### config.mk
export PLATFORM = sky130hd
export DESIGN_NAME = traffic_countdown
export DESIGN_NICKNAME = d
export VERILOG_FILES = /design/src/rtl/traffic_countdown.sv
export SDC_FILE = /design/constraint.sdc
export NUM_CORES = 1
export LEC_CHECK = 0
export ABC_AREA = 1
export ABC_CLOCK_PERIOD_IN_PS = 2400
export BUFFER_PORTS_ARGS = -buffer_cell sky130_fd_sc_hd__buf_2
export CORE_ASPECT_RATIO = 1.4
export CORE_MARGIN = 2
export CORE_UTILIZATION = 35
export CTS_BUF_LIST = sky130_fd_sc_hd__clkbuf_4
export CTS_CLUSTER_DIAMETER = 120
export DETAILED_ROUTE_END_ITERATION = 12
export GPL_ROUTABILITY_DRIVEN = 0
export GPL_TIMING_DRIVEN = 0
export PLACE_DENSITY = 0.65
export SYNTH_ARGS = -nofsm -noshare
export SYNTH_HDL_FRONTEND = slang
export SYNTH_SLANG_ARGS = --single-unit
### constraint.sdc
create_clock -name clk1h -period 2.4 [get_ports clk1h]
set_clock_uncertainty 0.05 [all_clocks]
set_input_delay 0.24 -clock clk1h [delete_from_list [all_inputs] [get_ports clk1h]]
set_output_delay 0.24 -clock clk1h [all_outputs]
set_load 0.05 [all_outputs]
### src/rtl/traffic_countdown.sv
// Per-direction BCD countdown of the traffic controller's lights, with a one-tick
// delayed copy of the lights, a pre-change warning and a sticky sync_err flag.

module traffic_countdown_lane #(
  parameter int unsigned D_RED    = 22,
  parameter int unsigned D_GREEN  = 29,
  parameter int unsigned D_YELLOW = 3,
  parameter int unsigned WARN_S   = 3
) (
  input  logic       clk1h,
  input  logic       rst_n,
  input  logic       first_q,
  input  logic [2:0] led,
  output logic [2:0] led_d,
  output logic [3:0] cnt_tens,
  output logic [3:0] cnt_ones,
  output logic       warn,
  output logic       err
);

  localparam logic [2:0] C_RED = 3'b100;
  localparam logic [2:0] C_YEL = 3'b010;
  localparam logic [2:0] C_GRN = 3'b001;

  function automatic logic [7:0] to_bcd(input int unsigned d);
    return {4'(d / 10), 4'(d % 10)};
  endfunction

  localparam logic [7:0] RED_BCD  = to_bcd(D_RED);
  localparam logic [7:0] GRN_BCD  = to_bcd(D_GREEN);
  localparam logic [7:0] YEL_BCD  = to_bcd(D_YELLOW);
  localparam logic [7:0] WARN_BCD = to_bcd(WARN_S);

  logic [7:0] cnt_q;
  logic [7:0] cnt_nx;
  logic [7:0] cnt_dec;
  logic [7:0] dur;
  logic [2:0] led_d_nx;
  logic       bad_q;
  logic       bad_nx;
  logic       legal_code;
  logic       legal_step;
  logic       warn_nx;

  assign cnt_q = {cnt_tens, cnt_ones};
  assign cnt_dec = (cnt_ones == 4'd0) ? {cnt_tens - 4'd1, 4'd9}
                                      : {cnt_tens, cnt_ones - 4'd1};

  always_comb begin
    legal_code = 1'b1;
    dur        = 8'h00;
    case (led)
      C_RED:   dur = RED_BCD;
      C_YEL:   dur = YEL_BCD;
      C_GRN:   dur = GRN_BCD;
      default: legal_code = 1'b0;
    endcase
  end

  always_comb begin
    legal_step = 1'b0;
    case ({led_d, led})
      {C_GRN, C_YEL},
      {C_YEL, C_RED},
      {C_RED, C_GRN}: legal_step = 1'b1;
      default:        legal_step = 1'b0;
    endcase
  end

  // bad_q marks a fail-safe red forced by an illegal code: the next legal code
  // reloads unconditionally and its transition is not judged.
  always_comb begin
    led_d_nx = led_d;
    cnt_nx   = cnt_q;
    bad_nx   = bad_q;
    err      = 1'b0;
    if (!legal_code) begin
      led_d_nx = C_RED;
      cnt_nx   = 8'h00;
      bad_nx   = 1'b1;
      err      = 1'b1;
    end else if (first_q || bad_q || (led != led_d)) begin
      led_d_nx = led;
      cnt_nx   = dur;
      bad_nx   = 1'b0;
      if (!first_q && !bad_q && (!legal_step || (cnt_q > 8'h01)))
        err = 1'b1;
    end else if (cnt_q != 8'h00) begin
      cnt_nx = cnt_dec;
      if (cnt_q == 8'h01)
        err = 1'b1;
    end
  end

  // BCD ordering matches numeric ordering, so the threshold compares directly.
  assign warn_nx = (led_d_nx == C_GRN) && (cnt_nx <= WARN_BCD);

  always_ff @(posedge clk1h) begin
    if (!rst_n) begin
      led_d    <= C_RED;
      cnt_tens <= 4'd0;
      cnt_ones <= 4'd0;
      warn     <= 1'b0;
      bad_q    <= 1'b0;
    end else begin
      led_d    <= led_d_nx;
      cnt_tens <= cnt_nx[7:4];
      cnt_ones <= cnt_nx[3:0];
      warn     <= warn_nx;
      bad_q    <= bad_nx;
    end
  end

endmodule

module traffic_countdown #(
  parameter int unsigned D1_RED    = 22,
  parameter int unsigned D1_GREEN  = 29,
  parameter int unsigned D1_YELLOW = 3,
  parameter int unsigned D2_RED    = 32,
  parameter int unsigned D2_GREEN  = 19,
  parameter int unsigned D2_YELLOW = 3,
  parameter int unsigned WARN_S    = 3
) (
  input  logic       clk1h,
  input  logic       rst_n,
  input  logic [2:0] led1,
  input  logic [2:0] led2,
  output logic [2:0] led1_d,
  output logic [2:0] led2_d,
  output logic [3:0] cnt1_tens,
  output logic [3:0] cnt1_ones,
  output logic [3:0] cnt2_tens,
  output logic [3:0] cnt2_ones,
  output logic       warn1,
  output logic       warn2,
  output logic       sync_err
);

  logic first_q;
  logic err1;
  logic err2;

  traffic_countdown_lane #(
    .D_RED    (D1_RED),
    .D_GREEN  (D1_GREEN),
    .D_YELLOW (D1_YELLOW),
    .WARN_S   (WARN_S)
  ) u_dir1 (
    .clk1h    (clk1h),
    .rst_n    (rst_n),
    .first_q  (first_q),
    .led      (led1),
    .led_d    (led1_d),
    .cnt_tens (cnt1_tens),
    .cnt_ones (cnt1_ones),
    .warn     (warn1),
    .err      (err1)
  );

  traffic_countdown_lane #(
    .D_RED    (D2_RED),
    .D_GREEN  (D2_GREEN),
    .D_YELLOW (D2_YELLOW),
    .WARN_S   (WARN_S)
  ) u_dir2 (
    .clk1h    (clk1h),
    .rst_n    (rst_n),
    .first_q  (first_q),
    .led      (led2),
    .led_d    (led2_d),
    .cnt_tens (cnt2_tens),
    .cnt_ones (cnt2_ones),
    .warn     (warn2),
    .err      (err2)
  );

  always_ff @(posedge clk1h) begin
    if (!rst_n) begin
      first_q  <= 1'b1;
      sync_err <= 1'b0;
    end else begin
      first_q  <= 1'b0;
      sync_err <= sync_err | err1 | err2;
    end
  end

endmodule
## Yosys cells after proc, flatten, opt, wreduce, memory -nomap -nowiden

Index checks and enable logic that the tools add are counted.
Widths: inputs -> output; s select.

| operators by class | value |
|---|---|
| add/subtract/negate cells | 4 |
| magnitude comparators | 4 |
| equal/unequal tests | 20 |
| mux-type cells | 33 |
| bitwise operators | 2 |
| reduce and logical (&&, ||, !) cells | 25 |

Operators by type and width:

| operator | number |
|---|---|
| $mux 8 | 8 |
| $pmux 6 s3 | 2 |
| $mux 1 | 19 |
| $eq 8x1->1 const B | 2 |
| $gt 8x1->1 const B | 2 |
| $le 8x2->1 const B | 2 |
| $reduce_bool 8->1 | 2 |
| $sub 4x1->4 const B | 4 |
| $eq 3x1->1 const B | 4 |
| $eq 6x4->1 const B | 2 |
| $eq 6x5->1 const B | 2 |
| $eq 6x6->1 const B | 2 |
| $mux 3 | 4 |
| $reduce_or 3->1 | 4 |
| $logic_not 4->1 | 2 |
| $eq 3x2->1 const B | 2 |
| $eq 3x3->1 const B | 2 |
| $logic_and 1x1->1 | 6 |
| $logic_or 1x1->1 | 6 |
| $ne 3x3->1 | 2 |
| $logic_not 1->1 | 5 |
| $ne 2x2->1 const B | 2 |
| $or 1x1->1 | 2 |

| word-level totals | value |
|---|---|
| flip-flop bits (word level) | 28 |
| input bits | 8 |
| output and inout port bits | 25 |

## Depth between registers and ports, before layout

Gate-level depths: netlist (run 1).

| logic depth | value |
|---|---|
| word-level depth | 11 |
| depth in mapped cells | 12 |
| depth with buffers taken out | 12 |

## By module

Synthesis (run 1) repeated with hierarchy kept, for this count alone.

| unflattened totals | value |
|---|---|
| cells, all modules | 264 |
| area total of the unflattened synthesis | 1742.9 µm² |

By module, submodules not included:

| module | times used | cells an instance | area each (µm²) | sequential area each (µm²) |
|---|---|---|---|---|
| traffic_countdown_lane at u_dir1 | 1 | 132 | 883.3 | 260.2 |
| traffic_countdown_lane at u_dir2 | 1 | 126 | 799.5 | 260.2 |
| traffic_countdown | 1 | 6 | 60.1 | 40.0 |

## Worst setup path after synthesis (run 1)

OpenSTA, ideal clock, no wires.

| path | value |
|---|---|
| path type | reg-to-reg |
| start | register u_dir2.cnt_tens[0] |
| end | register u_dir2.warn |
| library setup time | 0.117 ns |
| arrival | 1.595 ns |
| required time | 2.233 ns |
| path slack | 0.638 ns |
| stages on the path, launching flop included | 11 |
| clock period less this slack | 1.762 ns |
| path through | dfxtp_1 -> inv_1 -> ha_1 -> inv_1 -> nor2_1 -> nor2_1 -> nand2_1 -> nand2_2 -> nor2_2 -> nor2_1 -> nor3_2 |

| between the ends | value |
|---|---|
| cells in the longest elaborated chain, start to end | 7 |
| elaborated cells between the ends (all ways) | 8 |
| those cells by class | 1 x add/sub; 1 x order compare; 4 x mux; 2 x reduce/logical |

Ends and longest elaborated chain:

| what | line | RTL |
|---|---|---|
| from (decl) | 15 | `output logic [3:0] cnt_tens,` |
| from (signal assigned) | 107 | `cnt_tens <= cnt_nx[7:4];` |
| $sub 4x1->4 | 46 | `assign cnt_dec = (cnt_ones == 4'd0) ? {cnt_tens - 4'd1, 4'd9}` |
| $mux 8 | 46 |  |
| $mux 8 * | 88 | `end else if (cnt_q != 8'h00) begin` |
| $mux 8 * | 82 | `end else if (first_q \|\| bad_q \|\| (led != led_d)) begin` |
| $mux 8 * | 77 | `if (!legal_code) begin` |
| $le 8x2->1 * | 96 | `assign warn_nx = (led_d_nx == C_GRN) && (cnt_nx <= WARN_BCD);` |
| $logic_and 1x1->1 * | 96 |  |
| to (signal assigned) | 109 | `warn <= warn_nx;` |
| to (decl) | 17 | `output logic warn,` |

Mark *: on every way between the ends. The rest lies on a longest branch, timed or not.
A chain may end at the register's enable or synchronous reset.

## Final worst setup path (run 1)

Ends and elaborated chain as after synthesis.

==> impl_metrics.yaml, run 1 <==
status:
  status: "completed"
sta:
  clock.fmax_ghz: 0.5968
  grt_setup_unrepaired: "false"
  drv_slew: 0
  period_share_pct: 69.82
  worstMarginPinSlew_ns: 0.4295
  relSlewSlack_pct: 71.37
  final_hold_viol_count: 0
  setup_viol: 0
  tns_ns: 0
  fin_crit_ns: 1.676
  holdWs_ns: 0.08056
final_layout:
  final_nets: 336
  num_antenna_cells: 0
  finish.utilization_pct: 42.07
  nFillCells: 536
  multiInputGateArea_um2: 1030
  drive_above_1_share_pct: 16.67
  areaGrowthSynthToFinish_pct: 16.45
  stdcell_area_um2: 2037
  final-seq-area_um2: 560.5
critical_path:
  path_class: "reg2reg"
  slowest_delay_ns: 0.35
  crit_top_cell: "nor2_1"
  slowest_stage: "dfxtp_1"
  worstSetupEndpointType: "register"
  worstPathRequired_ns: 2.63
  worst_setup_path_start_kind: "register"
  worstPathMaxFanout: 5
  cp.arrival_ns: 1.90
  reg2reg_to: "u_dir2.warn$_SDFF_PN0_"
  cp_cell_sequence: "inv_1, ha_1, inv_1, nor2_1, nor2_1, nor2_1, nand3_1, nor2_1, nand2_1, nor3_2"
  r2r_slack_ns: 0.72
  reg2reg_from: "u_dir2.cnt_tens[0]$_SDFF_PN0_"
  reg2reg_depth: 10
routing:
  routed_via_density: 4.768
  antenna_left: 0
  wl_met3_um: 144
  dr_wl_met2_um: 2137
  drcViolationCount: 0
  wirelength_um: 4103
  vias: 1850
  drt_iter0_drc: 113
  highest_layer: "met4"
  drt-met1-wl_um: 1754
  wl_per_cell_um: 10.57
  drtPass1Iterations: 4
synth:
  synth_top_cell_area_share_pct: 32.05
  synth-seq-area-share_pct: 32.05
  async_flop_share_pct: 0
  synth_cell_types: 26
  yosys-top-cells-count: "nand2_1, nor2_1, inv_1"
  syn-num-nets: 300
  synth_edf_count: 0
  ys_warn_count: 0
  syn_area_um2: 1749
  syn_inst: 289
  ys.flop_type: "dfxtp_1"
  yosysMostFrequentCell: "nand2_1"
  synthTopCellsByArea: "dfxtp_1, nand2_1, nor2_1"
  syn_avg_cell_area_um2: 6.053
  synth_seq_cells: 28
  synth_top_cell_by_area: "dfxtp_1"
global_routing:
  grt.total_usage_pct: 15.93
  grt_max_degree: 17
  grt_pass1_vias: 1738
  grt_pass1_wl_um: 7251
  grt.overflow.total: 0
  antenna_found_initial: 0
flow_run:
  max_cap_violations: 0
clock_network:
  clockBufferDepth: 2
  ctsHoldBuffers: 0
  post_cts_buffers: 0
  cts_sinks: 28
  path_clk_slew_ns: 0.16
  cts_buffers: 3
  cts_root_buf: "clkbuf_4"
  clkLatencyLatePin_ns: 0.34
  cts_tree: "yes"
  htree_levels: 1
  cts_resized: 0
place:
  port_buffers: 31
  hpwl_um: 3308
  place_area_um2: 1984
hold_path:
  min_to: "u_dir2.led_d[2]$_SDFF_PN1_"
  min_path_type: "in2reg"
  worstHoldPathCells: 2
  min-delay-start: "rst_n"
die:
  row_count: 30
  coreArea_um2: 4842
  io_pins: 33
  dieArea_um2: 5587
  die_width_um: 63.75
  start_util_pct: 36.12
  die_y_um: 87.65
power_and_ir_drop:
  p_leak_uw: 0.001083
  ir_worst_vdd_mv: 0.1736
  power_density_nw_per_um2: 495.7
-- critical path: cells and delay by family (launching register included) --
kind / cells / cell delay, ns
simple gates: 7 / 0.79
flops: 1 / 0.35
fa+ha+maj: 1 / 0.22
buf+inv: 2 / 0.20
-- power breakdown --
| group | total, uW | internal, uW | switching (uW) |
|---|---|---|---|
| registers | 489 | 479 | 10.5 |
| logic | 207 | 58.0 | 149 |
| clock network | 314 | 169 | 145 |
| total | 1010 | 706 | 304 |
-- registers in the layout, indices dropped and copies added, names as in the netlist --
signal           flops
u_dir1.bad_q         1
first_q              1
u_dir1.cnt_ones      4
u_dir1.led_d         3
u_dir2.warn          1
sync_err             1
u_dir2.bad_q         1
u_dir2.led_d         3
u_dir1.warn          1
u_dir2.cnt_ones      4
u_dir2.cnt_tens      4
u_dir1.cnt_tens      4
-- per-stage QoR --
step	total power, uW	std cells	setup slack [ns]
after floorplan	654.6	289	0.6384
after global placement	704.4	384	0.7862
after detailed placement	706.1	384	0.7728
after CTS	1024	388	0.7298
after global routing	1069	388	0.5652
final	1010	388	0.7244
-- cell families (layout without fill, tap and decap cells) --
family,after synthesis,in the layout,synth area share (%)
XOR/XNOR,3,3,1.502
AND/OR/NAND/NOR,197,197,50.07
flip-flops,28,28,32.05
adder cells (fa/ha/maj),3,3,2.146
buffers and inverters,42,77,9.084
AO/OA/AOI/OAI,16,16,5.150
-- how the worst max path moves through the flow --
stage	from	endpoint	slack [ns]	depth (start not counted)
global placement	u_dir2.cnt_tens[0]$_SDFF_PN0_	u_dir2.warn$_SDFF_PN0_	0.79	10
CTS	u_dir2.cnt_tens[0]$_SDFF_PN0_	u_dir2.warn$_SDFF_PN0_	0.73	10
finish	u_dir2.cnt_tens[0]$_SDFF_PN0_	u_dir2.warn$_SDFF_PN0_	0.72	10
global route	u_dir2.cnt_tens[0]$_SDFF_PN0_	u_dir2.warn$_SDFF_PN0_	0.57	10
detailed placement	u_dir2.cnt_tens[0]$_SDFF_PN0_	u_dir2.warn$_SDFF_PN0_	0.77	10
floorplan	u_dir2.cnt_tens[0]$_SDFF_PN0_	u_dir2.warn$_SDFF_PN0_	0.64	10
-- layer usage --
layer / vias up / global-route usage (%)
li1: 974 / -
met2: 35 / 29.86
met3: 6 / 1.671
met1: 835 / 18.19
met4: 0 / 6.917
met5: - / 0
-- final cells by class --
type / count / area share [%]
repair buffers: 31 / 7.617
inverters: 40 / 7.371
clock inverters: 1 / 1.474
well taps: 64 / 3.931
flip-flops and latches: 28 / 27.52
plain buffers: 2 / 0.4300
clock buffers: 3 / 1.106
multi-input cells: 219 / 50.55
-- cell usage in the layout, fill, tap and decap left out --
cell and n:
o21ai_0 5, or2_2 1, a21oi_1 7, nand2_1 76, o21a_1 1, nand3b_1 2
xor2_1 3, a21boi_0 1, buf_2 32, nand4_1 8, clkbuf_4 3, clkinv_1 1
nand3_2 3, clkbuf_1 1, a211oi_1 1, nor2_2 3, inv_1 36, inv_2 3
nor2_4 3, nand2_2 4, nor3_1 6, bufinv_16 1, nor3_2 1, dfxtp_1 28
a21boi_1 1, ha_1 3, nor2_1 63, nand3_1 27
Power figures use the tool's default switching activity.
==> inputs of run 2 (changes only) <==
--- a/config.mk
+++ b/config.mk
@@ -6,7 +6,7 @@
 export NUM_CORES = 1
 export LEC_CHECK = 0
 export ABC_AREA = 1
-export ABC_CLOCK_PERIOD_IN_PS = 2400
+export ABC_CLOCK_PERIOD_IN_PS = 1550
 export BUFFER_PORTS_ARGS = -buffer_cell sky130_fd_sc_hd__buf_2
 export CORE_ASPECT_RATIO = 1.4
 export CORE_MARGIN = 2
==> constraint.sdc (replaced) <==
create_clock -name clk1h -period 1.55 [get_ports clk1h]
set_clock_uncertainty 0.05 [all_clocks]
set_input_delay 0.155 -clock clk1h [delete_from_list [all_inputs] [get_ports clk1h]]
set_output_delay 0.155 -clock clk1h [all_outputs]
set_load 0.05 [all_outputs]
==> impl_metrics.yaml, run 2 (synthesis gave the netlist of run 1 again) <==
final_layout:
  drive_above_1_share_pct: 28.44
  multiInputGateArea_um2: 1107
  final_cells: 391
  final_nets: 339
  nFillCells: 539
  num_antenna_cells: 0
  final_common_cell: "nand2_1"
  areaGrowthSynthToFinish_pct: 22.32
  stdcell_area_um2: 2140
  final-seq-area_um2: 580.6
  final_cell_mix: "nand2_1, nor2_1, buf_2"
sta:
  final_hold_viol_count: 0
  clock.fmax_ghz: 0.6965
  period_share_pct: 92.63
  worstMarginPinSlew_ns: 0.4472
  relSlewSlack_pct: 70.19
  drv_slew: 0
  fin_crit_ns: 1.436
  setup_viol: 0
place:
  port_buffers: 31
  dp_cells: 384
  hpwl_um: 3345
  place_area_um2: 2004
hold_path:
  worstHoldPathCells: 3
  min_to: "u_dir1.led_d[0]$_SDFF_PN0_"
  min_path_type: "in2reg"
  min-delay-start: "led1[0]"
power_and_ir_drop:
  ir_worst_vdd_mv: 0.3413
  power_density_nw_per_um2: 660.3
  pwr-share-comb_pct: 24.2
  p_leak_uw: 0.001100
  p_sw_share_pct: 33.57
  internal_power_uw: 938.5
  seqPwrFrac_pct: 53.9
  switchingPower_uw: 474.3
  pwr-share-clk_pct: 21.8
critical_path:
  cpLargestDelayFamily: "simple AND/OR/NAND/NOR gates"
  cp_cell_sequence: "inv_4, ha_4, inv_1, nor2_2, nor2_2, nor2_2, nand3_1, nor2_1, nand2_1, nor3_2"
  worst_setup_path_start_kind: "register"
  crit_buf_inv: 2
  slowest_delay_ns: 0.38
  worstSetupEndpointType: "register"
  crit_top_cell: "nor2_2"
  reg2reg_from: "u_dir2.cnt_tens[0]$_SDFF_PN0_"
  reg2reg_to: "u_dir2.warn$_SDFF_PN0_"
  slowest_stage: "dfxtp_4"
  worstPathMaxFanout: 5
  r2r_slack_ns: 0.11
  path_class: "reg2reg"
  reg2reg_depth: 10
  cp.arrival_ns: 1.66
  worstPathRequired_ns: 1.77
die:
  die_y_um: 87.65
  row_count: 30
  coreArea_um2: 4842
  start_util_pct: 36.12
  die_width_um: 63.75
  dieArea_um2: 5587
  io_pins: 33
global_routing:
  grt.total_usage_pct: 15.64
  antenna_found_initial: 0
  grt_max_degree: 16
  grt_pass1_vias: 1716
  grt.overflow.total: 0
  grt_pass1_wl_um: 7134
flow_run:
  max_cap_violations: 0
clock_network:
  cts_buffers: 3
  clockBufferDepth: 2
  path_clk_slew_ns: 0.15
  htree_levels: 1
  cts_tree: "yes"
  clkLatencyLatePin_ns: 0.33
  cts_sinks: 28
  cts_root_buf: "clkbuf_4"
routing:
  drt_iter0_drc: 82
  drtPass1Iterations: 4
  antenna_left: 0
  drcViolationCount: 0
  wl_per_cell_um: 10.91
  vias: 1874
  wirelength_um: 4264
  routed_via_density: 4.793
status:
  status: "completed"
-- run 2: changes by cell type in the layout (fill, tap and decap cells not counted), moves of 6 or more --
cell | previous run | this run
dfxtp_1 | 28 | 14
dfxtp_2 | 0 | 13
nor2_2 | 3 | 10
inv_1 | 36 | 30
nor2_1 | 63 | 53
-- run 2: layout make-up --
type                       instances  share of cell area [%]
multi-input combinational        219                   51.75
sequential                        28                   27.13
timing repair buffer              34                   8.421
inverter                          40                   7.310
tap                               64                   3.743
clock buffer                       3                   1.053
buffer                             2                  0.4094
clock inverter                     1                  0.1754
-- run 2: per-stage QoR --
step	utilization, %	hold slack [ns]	worst slack [ns]	power, uW	TNS [ns]
finish	44.19	0.1534	0.1143	1413	0
global route	44.19	0.1588	-0.005145	1494	-0.005145
CTS	42.51	0.1500	0.007715	1414	0
detailed placement	41.40	0.3348	-0.1071	1095	-0.1671
global placement	41.40	0.3326	-0.07802	1092	-0.09187
floorplan	-	0.1747	0.008730	1015	0
-- run 2: power groups by stage --
| stage | combinational (uW) | sequential [uW] | clock (uW) |
|---|---|---|---|
| floorplan | 190 | 825 | 0 |
| global placement | 318 | 774 | 0 |
| detailed placement | 320 | 775 | 0 |
| CTS | 328 | 760 | 326 |
| global route | 383 | 766 | 345 |
| finish | 342 | 762 | 309 |
-- run 2: repair_timing --
item | in CTS | in global routing
endpoints found under the hold margin | 1 | 0
hold buffers | 1 | 0
endpoints found under the setup margin | 2 | 5
buffers inserted | 0 | 2
pin swaps | 1 | 8
resized for setup | 5 | 26
cloned | 0 | 0
-- run 2: worst max path at each step --
stage | startpoint | endpoint | slack, ns | depth (start not counted)
finish | u_dir2.cnt_tens[0]$_SDFF_PN0_ | u_dir2.warn$_SDFF_PN0_ | 0.11 | 10
global route | u_dir2.cnt_tens[0]$_SDFF_PN0_ | u_dir2.warn$_SDFF_PN0_ | -0.005 | 10
CTS | u_dir2.cnt_tens[1]$_SDFF_PN0_ | u_dir2.warn$_SDFF_PN0_ | 0.008 | 10
detailed placement | u_dir2.cnt_tens[0]$_SDFF_PN0_ | u_dir2.warn$_SDFF_PN0_ | -0.11 | 10
global placement | u_dir2.cnt_tens[0]$_SDFF_PN0_ | u_dir2.warn$_SDFF_PN0_ | -0.08 | 10
floorplan | u_dir1.cnt_ones[0]$_SDFF_PN0_ | u_dir1.warn$_SDFF_PN0_ | 0.009 | 9
-- run 2: tightest hold or removal path, cell delays in order --
cell and delay [ns]:
buf_2 0.13, nand3_1 0.15, nor2_2 0.07
-- run 2: per-layer routing --
metal	routed length (um)	share of wire [%]	track usage [%]
met1	1788	42	17.52
met2	2250	53	29.86
met4	77	1.8	6.324
met5	0	0	0
met3	147	3.4	1.799
